$ cat src/rtl/fft8_frame_loader.sv
// Ping-pong serial-to-parallel loader: packs a valid/ready sample stream into
// 8-slot frames and presents them in parallel to the 8-point FFT.
module fft8_frame_loader #(
  parameter int DATA_W = 10,
  parameter int CNT_W  = 16
) (
  input  logic                     clk,
  input  logic                     rst,
  input  logic                     in_valid,
  output logic                     in_ready,
  input  logic signed [DATA_W-1:0] in_data,
  input  logic                     in_last,
  output logic                     out_valid,
  input  logic                     out_ready,
  output logic signed [DATA_W-1:0] f0,
  output logic signed [DATA_W-1:0] f1,
  output logic signed [DATA_W-1:0] f2,
  output logic signed [DATA_W-1:0] f3,
  output logic signed [DATA_W-1:0] f4,
  output logic signed [DATA_W-1:0] f5,
  output logic signed [DATA_W-1:0] f6,
  output logic signed [DATA_W-1:0] f7,
  output logic [3:0]               out_len,
  output logic [CNT_W-1:0]         frame_count
);

  logic signed [DATA_W-1:0] r_bank [2][8];
  logic [3:0]               r_len  [2];
  logic [1:0]               r_full;
  logic                     r_wr_bank;
  logic                     r_rd_bank;
  logic [2:0]               r_wr_idx;
  logic [CNT_W-1:0]         r_frame_count;

  logic                     w_accept;
  logic                     w_close;
  logic                     w_drain;
  logic [1:0]               w_full_next;
  logic [3:0]               w_rd_len;
  logic signed [DATA_W-1:0] w_f [8];

  assign in_ready  = !rst && !r_full[r_wr_bank];
  assign out_valid = r_full[r_rd_bank];
  assign w_accept  = in_valid && in_ready;
  assign w_close   = w_accept && ((r_wr_idx == 3'd7) || in_last);
  assign w_drain   = out_valid && out_ready;

  // Fill and drain always address different banks, so both updates can land together.
  always_comb begin
    w_full_next = r_full;
    if (w_close) w_full_next[r_wr_bank] = 1'b1;
    if (w_drain) w_full_next[r_rd_bank] = 1'b0;
  end

  // Sample storage carries no reset; stale slots are hidden by the length mask.
  always_ff @(posedge clk) begin
    if (w_accept) r_bank[r_wr_bank][r_wr_idx] <= in_data;
  end

  always_ff @(posedge clk) begin
    if (rst) begin
      r_full        <= 2'b00;
      r_wr_bank     <= 1'b0;
      r_rd_bank     <= 1'b0;
      r_wr_idx      <= 3'd0;
      r_len[0]      <= 4'd0;
      r_len[1]      <= 4'd0;
      r_frame_count <= '0;
    end else begin
      r_full <= w_full_next;
      if (w_accept) begin
        if (w_close) begin
          r_len[r_wr_bank] <= {1'b0, r_wr_idx} + 4'd1;
          r_wr_idx         <= 3'd0;
          r_wr_bank        <= ~r_wr_bank;
        end else begin
          r_wr_idx <= r_wr_idx + 3'd1;
        end
      end
      if (w_drain) begin
        r_rd_bank     <= ~r_rd_bank;
        r_frame_count <= r_frame_count + 1'b1;
      end
    end
  end

  assign w_rd_len    = r_len[r_rd_bank];
  assign out_len     = out_valid ? w_rd_len : 4'd0;
  assign frame_count = r_frame_count;

  genvar gi;
  generate
    for (gi = 0; gi < 8; gi++) begin : g_slot
      assign w_f[gi] = (out_valid && (4'(gi) < w_rd_len)) ? r_bank[r_rd_bank][gi] : '0;
    end
  endgenerate

  assign f0 = w_f[0];
  assign f1 = w_f[1];
  assign f2 = w_f[2];
  assign f3 = w_f[3];
  assign f4 = w_f[4];
  assign f5 = w_f[5];
  assign f6 = w_f[6];
  assign f7 = w_f[7];

endmodule

$ cat config.mk
export PLATFORM = sky130hd
export DESIGN_NAME = fft8_frame_loader
export DESIGN_NICKNAME = d
export VERILOG_FILES = /design/src/rtl/fft8_frame_loader.sv
export SDC_FILE = /design/constraint.sdc
export NUM_CORES = 1
export LEC_CHECK = 0
export BUFFER_PORTS_ARGS = -buffer_cell sky130_fd_sc_hd__buf_2
export CAP_MARGIN = 10
export CORE_ASPECT_RATIO = 0.7
export CORE_MARGIN = 3
export CORE_UTILIZATION = 61
export CTS_CLUSTER_DIAMETER = 50
export CTS_CLUSTER_SIZE = 28
export DETAILED_ROUTE_END_ITERATION = 6
export PLACE_DENSITY = 0.89
export SLEW_MARGIN = 20
export SYNTH_ARGS = -nofsm -noshare
export SYNTH_HDL_FRONTEND = slang
export SYNTH_SLANG_ARGS = --single-unit
$ cat constraint.sdc
create_clock -name clk -period 4.78 [get_ports clk]
set_clock_uncertainty 0.2 [all_clocks]
set_input_delay 0.956 -clock clk [delete_from_list [all_inputs] [get_ports clk]]
set_output_delay 0.956 -clock clk [all_outputs]
set_load 0.01 [all_outputs]
==> flow_metrics.env, run 1 <==
export IMPL_synthFlopType="edfxtp_1"
export IMPL_fmax_mhz=222
export IMPL_seq_power_share=0.543
export IMPL_die_x_um=139
export IMPL_clk_path_buf_depth=2
export IMPL_crit_fanout=50
export IMPL_clkLatencyLatePin_ns=0.43
export IMPL_mappedNetlistArea_sq_mm=0.00759
export IMPL_syn_num_nets=546
export IMPL_p_int_mw=2.69
export IMPL_synthToLayoutAreaGrowth_pct=17.8
export IMPL_path_cells="mux2i_1 > or2_2 > clkinv_1 > a21oi_1 > nor2_1 > buf_2"
export IMPL_hold_buffers=0
export IMPL_route_detailed_drc=0
export IMPL_p_sw_frac=0.207
export IMPL_combPwrFrac=0.035
export IMPL_p_leak_nw=3.17
export IMPL_setup_violations=0
export IMPL_ios=117
export IMPL_synth_top_area_frac=0.664
export IMPL_setup_tns_ns=0
export IMPL_grt_pass1_vias=4721
export IMPL_drt_iter0_drc=422
export IMPL_yosys_area_top_type="edfxtp_1"
export IMPL_netlist_instances=528
export IMPL_wl_um=17000
export IMPL_port_buffers=116
export IMPL_final_nets=670
export IMPL_synth_cell_type_count=36
export IMPL_overflow=0
export IMPL_coreArea_sq_mm=0.0119
export IMPL_mostFrequentLayoutCell="edfxtp_1"
export IMPL_post_cts_resized=0
export IMPL_finalHoldViolCount=0
export IMPL_maxSlewViolCount=0
export IMPL_cts_buffers=17
export IMPL_path_delay_family="flip-flops"
export IMPL_clk_transition_reported_paths_ns=0.07
export IMPL_ys_ff_latch=192
export IMPL_antenna_found_initial=1
export IMPL_die_area_sq_mm=0.0138
export IMPL_crit_buf_inv=2
export IMPL_post_route_period_util=0.941
export IMPL_synth_edff_count=168
export IMPL_period_minus_slack_ns=4.50
export IMPL_die_y_um=99.4
export IMPL_drt_met1_wl_um=6900
export IMPL_slowest_stage="dfxtp_4"
export IMPL_drv_cap=0
export IMPL_ys_async_sr_fraction=0
export IMPL_routed_top_layer="met5"
export IMPL_cts_setup_buffers=0
export IMPL_final_util=0.750
export IMPL_grt_pass1_wl_um=26200
export IMPL_p_sw_uw=703
export IMPL_irDropWorstVdd_mv=0.264
export IMPL_p_per_area_mw_per_mm2=380
export IMPL_most_common_layout_cells="168 x edfxtp_1, 121 x nor2_1, 116 x buf_2"
export IMPL_cp_arrival_ns=3.34
export IMPL_gp_congestion=0.820
export IMPL_vias_per_cell=5.89
export IMPL_final_antenna_net_count=0
export IMPL_initial_utilization=0.636
export IMPL_hpwlAfterDp_um=10700
export IMPL_r2r_slack_ns=2.10
export IMPL_tightest_slew_ns=0.992
export IMPL_drive_above_1_share=0.236
export IMPL_wl_met3_um=1300
export IMPL_grt_usage=0.248
export IMPL_row_count=33
export IMPL_max_slew_margin_rel=0.339
export IMPL_wl_met2_um=8450
export IMPL_cts_root_buf="clkbuf_16"
export IMPL_power_mw=3.40
export IMPL_synthTopCellsByArea="edfxtp_1 66%, mux2i_1 11%, dfxtp_1 6.3%, nor2_1 6.0%, a21oi_1 1.1%"
export IMPL_route_vias_total=4833
export IMPL_hold_class="flop to flop"
export IMPL_antenna_cells=0
export IMPL_start_kind="flop"
export IMPL_cp_end_kind="output pin"
export IMPL_crit_required_ns=3.62
export IMPL_avgSynthCellArea_sq_um=14.4
export IMPL_cts_htree_levels=4
export IMPL_outcome="complete, no violations"
export IMPL_crit_type="flop to output pin"
export IMPL_pwr_share_clk=0.422
export IMPL_cts_num_sinks=192
export IMPL_tritoncts="done"
export IMPL_yosys_warnings=0
export IMPL_firstDrtPassIters=5
export IMPL_critPathMaxStageDelay_ns=0.92
export IMPL_ys_seq_area_frac=0.728
export IMPL_grt_max_degree=51
export IMPL_grt_setup_unrepaired="false"
export IMPL_wl_per_cell_um=20.7
==> per-stage QoR <==
| step | setup slack, ns | area, sq um | hold slack, ns | cells |
|---|---|---|---|---|
| floorplan | 1.86 | 7590 | 0.299 | 528 |
| global placement | 0.976 | 8350 | 0.272 | 790 |
| detailed placement | 0.798 | 8350 | 0.295 | 790 |
| CTS | 0.297 | 8940 | 0.311 | 821 |
| global route | 0.122 | 8940 | 0.343 | 821 |
| finish | 0.283 | 8940 | 0.305 | 821 |
==> flip-flops by register name, indices dropped and copies added, names as in the netlist, named ones only <==
| register | cells |
|---|---|
| r_wr_bank | 1 |
| frame_count | 16 |
| r_bank | 160 |
| r_rd_bank | 1 |
| r_full | 2 |
| r_wr_idx | 3 |
| r_len | 8 |
==> cell usage after synthesis, drive strengths merged, types with 2 or more instances <==
master / count
edfxtp: 168
or3: 2
mux2: 2
a21oi: 16
nor3: 14
nor2: 121
o21ai: 4
nand2b: 7
nor4b: 3
dfxtp: 24
nor4: 4
or4: 2
ha: 3
nand3: 5
clkbuf: 13
nand2: 13
xor2: 2
nand4: 3
buf: 4
nor2b: 2
a311oi: 3
nor3b: 2
mux2i: 86
inv: 8
xnor2: 7
==> worst register-to-register path: cells and delay by family (launching register included) <==
family	cells	cell delay (ns)
and+or+nand+nor	3	1.71
DFF	1	0.38
==> metal layers <==
layer  up-vias  global-route usage
met2       234               0.409
met3        39              0.0577
li1       2192                   -
met1      2366               0.335
met4         2              0.0759
met5         -                   0
==> cell families (layout without fill, tap and decap cells) <==
logic type                 after synthesis  count (layout)  share of synthesized area
adders and majority gates                3               3                    0.00494
and+or+nand+nor                        182             182                      0.105
muxes                                   88              88                      0.116
xor gates and xnor gates                 9               9                     0.0104
AOI/OAI and AO/OA                       28              28                     0.0222
DFF                                    192             192                      0.728
buffers and inverters                   26             162                     0.0132
==> path summary, 6_finish.rpt <==
path                    from         endpoint  depth (start not counted)
max                     flop            f4[8]                          6
min          frame_count[14]  frame_count[14]                          2
max reg2reg        r_full[1]    r_bank[1][20]                          3
min reg2reg  frame_count[14]  frame_count[14]                          2
==> power by group through the flow <==
stage | Clock [mW] | Combinational [mW] | Sequential (mW)
2_1_floorplan | 0 | 0.0619 | 1.88
3_3_place_gp | 0 | 0.109 | 1.88
3_5_place_dp | 0 | 0.114 | 1.88
4_1_cts | 1.44 | 0.116 | 1.84
5_1_grt | 1.51 | 0.126 | 1.85
6_report | 1.43 | 0.118 | 1.84
==> area by class of cell <==
type	count	area (sq um)
multi-input combinational	310	1970
tap	157	196
sequential	192	5530
fill	711	2990
clock inverter	13	160
inverter	9	33.8
clock buffer	18	429
timing repair buffer	122	626
(Power assumes the default switching activity.)
==> run 2: changes to the inputs <==
--- a/config.mk
+++ b/config.mk
@@ -7,13 +7,15 @@
 export LEC_CHECK = 0
 export BUFFER_PORTS_ARGS = -buffer_cell sky130_fd_sc_hd__buf_2
 export CAP_MARGIN = 10
+export CELL_PAD_IN_SITES_DETAIL_PLACEMENT = 2
+export CELL_PAD_IN_SITES_GLOBAL_PLACEMENT = 2
 export CORE_ASPECT_RATIO = 0.7
 export CORE_MARGIN = 3
-export CORE_UTILIZATION = 61
+export CORE_UTILIZATION = 42
 export CTS_CLUSTER_DIAMETER = 50
 export CTS_CLUSTER_SIZE = 28
 export DETAILED_ROUTE_END_ITERATION = 6
-export PLACE_DENSITY = 0.89
+export PLACE_DENSITY = 0.87
 export SLEW_MARGIN = 20
 export SYNTH_ARGS = -nofsm -noshare
 export SYNTH_HDL_FRONTEND = slang
==> flow_metrics.env, run 2 (synthesis results as in run 1) <==
export IMPL_cts_num_sinks=192
export IMPL_port_buffers=116
export IMPL_route_vias_total=4939
export IMPL_pwr_share_clk=0.424
export IMPL_crit_fanout=34
export IMPL_drive_above_1_share=0.246
export IMPL_drt_iter0_drc=282
export IMPL_finalHoldViolCount=0
export IMPL_p_per_area_mw_per_mm2=378
export IMPL_final_nets=673
export IMPL_cts_setup_buffers=0
export IMPL_die_x_um=167
export IMPL_fillers=1646
export IMPL_most_common_layout_cells="168 x edfxtp_1, 119 x nor2_1, 116 x buf_2"
export IMPL_die_y_um=119
export IMPL_p_leak_nw=3.20
export IMPL_die_area_sq_mm=0.0198
export IMPL_hpwlAfterDp_um=15900
export IMPL_firstDrtPassIters=4
export IMPL_grt_pass1_wl_um=35600
export IMPL_p_sw_frac=0.215
export IMPL_crit_required_ns=3.62
export IMPL_setup_violations=0
export IMPL_ios=117
export IMPL_hold_buffers=0
export IMPL_vias_per_cell=5.49
export IMPL_grt_pass1_vias=5512
export IMPL_antenna_found_initial=2
export IMPL_combPwrFrac=0.038
export IMPL_period_minus_slack_ns=4.35
export IMPL_post_cts_resized=0
export IMPL_seq_area_sq_mm=0.00553
export IMPL_seq_power_share=0.537
export IMPL_start_kind="flop"
export IMPL_outcome="complete, no violations"
export IMPL_clk_transition_reported_paths_ns=0.07
export IMPL_synthToLayoutAreaGrowth_pct=19.8
export IMPL_coreArea_sq_mm=0.0174
export IMPL_fmax_mhz=230
export IMPL_tritoncts="done"
export IMPL_overflow=0
export IMPL_clkLatencyLatePin_ns=0.43
export IMPL_cts_buffers=17
export IMPL_p_sw_uw=739
export IMPL_max_slew_margin_rel=0.309
export IMPL_grt_setup_unrepaired="false"
export IMPL_p_int_mw=2.69
export IMPL_cts_root_buf="clkbuf_16"
export IMPL_largest_reg_flops=160
export IMPL_initial_utilization=0.436
export IMPL_clk_path_buf_depth=2
export IMPL_row_count=40
export IMPL_maxSlewViolCount=0
export IMPL_grt_max_degree=54
export IMPL_drv_cap=0
export IMPL_post_route_period_util=0.910
export IMPL_multiInputGateArea_sq_mm=0.00197
export IMPL_hold_class="flop to flop"
export IMPL_mostFrequentLayoutCell="edfxtp_1"
export IMPL_setup_tns_ns=0
export IMPL_grt_usage=0.244
export IMPL_irDropWorstVdd_mv=0.216
export IMPL_wl_um=23600
export IMPL_wl_per_cell_um=26.2
export IMPL_cp_end_kind="output pin"
export IMPL_tightest_slew_ns=1.03
export IMPL_final_util=0.522
export IMPL_cp_arrival_ns=3.19
export IMPL_whs_ns=0.316
export IMPL_crit_type="flop to output pin"
export IMPL_final_antenna_net_count=0
export IMPL_gp_congestion=0.759
export IMPL_top_register="r_bank"
export IMPL_route_detailed_drc=0
export IMPL_cts_htree_levels=4
[run 2: changes by cell type in the layout (fill, tap and decap cells not counted), sizes merged]
cell / before / now
inv: 12 / 10
buf: 122 / 125
bufinv: 3 / 0
clkinvlp: 2 / 1
clkinv: 5 / 6
clkbuf: 18 / 24
diode: 0 / 1
[run 2: worst max-delay path, cell delays in order, from the launching register on]
cell      delay [ns]
dfxtp_4         0.71
mux2i_1         0.35
or2_2           0.31
clkinv_1        0.24
nor2_1          0.69
nor2_1          0.24
buf_2           0.21
[run 2: per-layer routing]
layer / wire (um) / up-vias / track usage
met5: 0 / - / 0
met4: 347 / 0 / 0.0582
met3: 1360 / 22 / 0.0528
met2: 12400 / 145 / 0.439
met1: 9540 / 2577 / 0.302
li1: - / 2195 / -
[run 2: layout make-up]
cell class	count	share of cell area
sequential	192	0.608
multi-input combinational	310	0.217
timing repair buffer	125	0.0713
clock buffer	24	0.0612
tap	231	0.0318
clock inverter	8	0.00674
inverter	9	0.00371
antenna	1	0.000275
[run 2: worst paths after layout]
| kind | cells after the start | start | slack (ns) | to |
|---|---|---|---|---|
| worst max-delay path | 6 | flop | 0.43 | f5[8] |
| worst min-delay path | 2 | frame_count[14] | 0.32 | frame_count[14] |
| worst max register to register | 3 | r_full[0] | 1.91 | r_bank[0][7] |
| worst min register to register | 2 | frame_count[14] | 0.32 | frame_count[14] |
[run 2: stage by stage]
step	std cells	setup slack, ns	area, sq um	power, mW
6_report	900	0.433	9090	3.43
2_1_floorplan	528	1.86	7590	1.94
5_1_grt	900	0.252	9090	3.53
4_1_cts	899	0.434	9090	3.46
3_3_place_gp	867	1.20	8470	2.00
3_5_place_dp	867	1.00	8470	2.01
[run 2: power groups by stage]
stage | clock, mW | combinational [mW] | sequential, mW
after floorplan | 0 | 0.0619 | 1.88
after global placement | 0 | 0.117 | 1.88
after detailed placement | 0 | 0.130 | 1.88
after CTS | 1.48 | 0.133 | 1.85
after global routing | 1.54 | 0.143 | 1.85
final | 1.46 | 0.132 | 1.85
==> run 3: changes to the inputs <==
--- a/config.mk
+++ b/config.mk
@@ -16,6 +16,7 @@
 export CTS_CLUSTER_SIZE = 28
 export DETAILED_ROUTE_END_ITERATION = 6
 export PLACE_DENSITY = 0.87
+export REMOVE_ABC_BUFFERS = 1
 export SLEW_MARGIN = 20
 export SYNTH_ARGS = -nofsm -noshare
 export SYNTH_HDL_FRONTEND = slang
==> flow_metrics.env, run 3 (synthesis results as in run 1) <==
export IMPL_finalInstanceArea_sq_mm=0.00907
export IMPL_crit_buf_inv=3
export IMPL_route_detailed_drc=0
export IMPL_placed_area_sq_mm=0.00848
export IMPL_wl_per_cell_um=26.6
export IMPL_post_place_ws_ns=0.975
export IMPL_min_path_cells=2
export IMPL_finalWorstSetupSlack_ns=0.900
export IMPL_setup_violations=0
export IMPL_clkLatencyLatePin_ns=0.44
export IMPL_tightest_slew_ns=1.04
export IMPL_fillers=1683
export IMPL_grt_max_degree=61
export IMPL_slowest_stage="buf_4"
export IMPL_row_count=40
export IMPL_top_register="r_bank"
export IMPL_overflow=0
export IMPL_post_route_period_util=0.812
export IMPL_final_antenna_net_count=0
export IMPL_r2r_cells=3
export IMPL_cts_buffers=17
export IMPL_firstDrtPassIters=4
export IMPL_final_nets=674
export IMPL_outcome="complete, no violations"
export IMPL_p_leak_nw=3.17
export IMPL_cp_arrival_ns=2.72
export IMPL_grt_pass1_wl_um=35900
export IMPL_period_minus_slack_ns=3.88
export IMPL_drive_above_1_share=0.247
export IMPL_crit_fanout=60
export IMPL_tritoncts="done"
export IMPL_synthToLayoutAreaGrowth_pct=19.4
export IMPL_cts_setup_buffers=0
export IMPL_critPathMaxStageDelay_ns=0.77
export IMPL_grt_pass1_vias=5571
export IMPL_vias_per_cell=5.50
export IMPL_setup_tns_ns=0
export IMPL_antenna_found_initial=0
export IMPL_hold_class="flop to flop"
export IMPL_crit_required_ns=3.62
export IMPL_p_per_area_mw_per_mm2=378
export IMPL_antenna_cells=0
export IMPL_power_mw=3.43
export IMPL_clk_transition_reported_paths_ns=0.07
export IMPL_cp_end_kind="output pin"
export IMPL_grt_setup_unrepaired="false"
export IMPL_final_cells=900
export IMPL_seq_area_sq_mm=0.00553
export IMPL_clk_path_buf_depth=2
export IMPL_cts_num_sinks=192
export IMPL_die_area_sq_mm=0.0198
export IMPL_irDropWorstVdd_mv=0.219
export IMPL_wl_um=23900
export IMPL_most_common_layout_cells="168 x edfxtp_1, 118 x nor2_1, 116 x buf_2"
export IMPL_cp_depth=7
export IMPL_initial_utilization=0.436
export IMPL_max_slew_margin_rel=0.305
export IMPL_post_cts_resized=0
export IMPL_path_delay_family="buffers and inverters"
export IMPL_crit_type="flop to output pin"
export IMPL_largest_reg_flops=160
export IMPL_die_y_um=119
export IMPL_grt_usage=0.245
export IMPL_drv_cap=0
export IMPL_gp_congestion=0.768
export IMPL_path_cells="buf_4 > nor3_1 > a21oi_1 > a21oi_1 > buf_4 > nor2_1 > buf_2"
export IMPL_ios=117
export IMPL_cts_root_buf="clkbuf_16"
export IMPL_multiInputGateArea_sq_mm=0.00198
export IMPL_maxSlewViolCount=0
export IMPL_hold_buffers=0
export IMPL_place_inst=868
export IMPL_port_buffers=116
export IMPL_drt_iter0_drc=343
export IMPL_start_kind="flop"
export IMPL_mostFrequentLayoutCell="edfxtp_1"
export IMPL_die_x_um=167
export IMPL_fmax_mhz=258
export IMPL_coreArea_sq_mm=0.0174
export IMPL_cts_htree_levels=4
export IMPL_finalHoldViolCount=0
export IMPL_hpwlAfterDp_um=15500
export IMPL_route_vias_total=4953
==> run 3: final timing paths <==
path	startpoint	endpoint	slack [ns]
setup / recovery	flop	f0[6]	0.90
hold / removal	frame_count[1]	frame_count[1]	0.33
setup reg to reg	r_wr_bank	r_bank[1][9]	1.94
hold reg to reg	frame_count[1]	frame_count[1]	0.33
==> run 3: area by class of cell <==
cell class                      count  area share
Tap cell                          231      0.0319
Clock inverter                     11      0.0145
Multi-Input combinational cell    310       0.218
Timing Repair Buffer              126      0.0723
Inverter                            9     0.00372
Sequential cell                   192       0.610
Clock buffer                       21      0.0497
==> run 3: worst min-delay path, stage by stage, from the launching register on <==
cell and delay (ns):
dfxtp_1 0.34, nand2_1 0.07, a21oi_1 0.07
==> run 3: per-stage QoR <==
stage / hold slack (ns) / util
after floorplan: 0.293 / -
after global placement: 0.275 / 0.487
after detailed placement: 0.319 / 0.487
after CTS: 0.329 / 0.520
after global routing: 0.363 / 0.521
final: 0.330 / 0.521
==> run 3: power breakdown <==
group / switching [mW] / leakage (nW) / internal (mW) / total [mW]
combinational: 0.0985 / 1.19 / 0.0383 / 0.137
clock: 0.660 / 0.263 / 0.789 / 1.45
sequential: 0.00913 / 1.72 / 1.83 / 1.84
total: 0.767 / 3.17 / 2.66 / 3.43
==> run 3: metal layers <==
| layer | GRT usage | vias up | routed length (um) |
|---|---|---|---|
| met2 | 0.425 | 184 | 12300 |
| met3 | 0.0478 | 32 | 1410 |
| met1 | 0.312 | 2552 | 9770 |
| met4 | 0.0788 | 0 | 513 |
| li1 | - | 2185 | - |
| met5 | 0 | - | 0 |
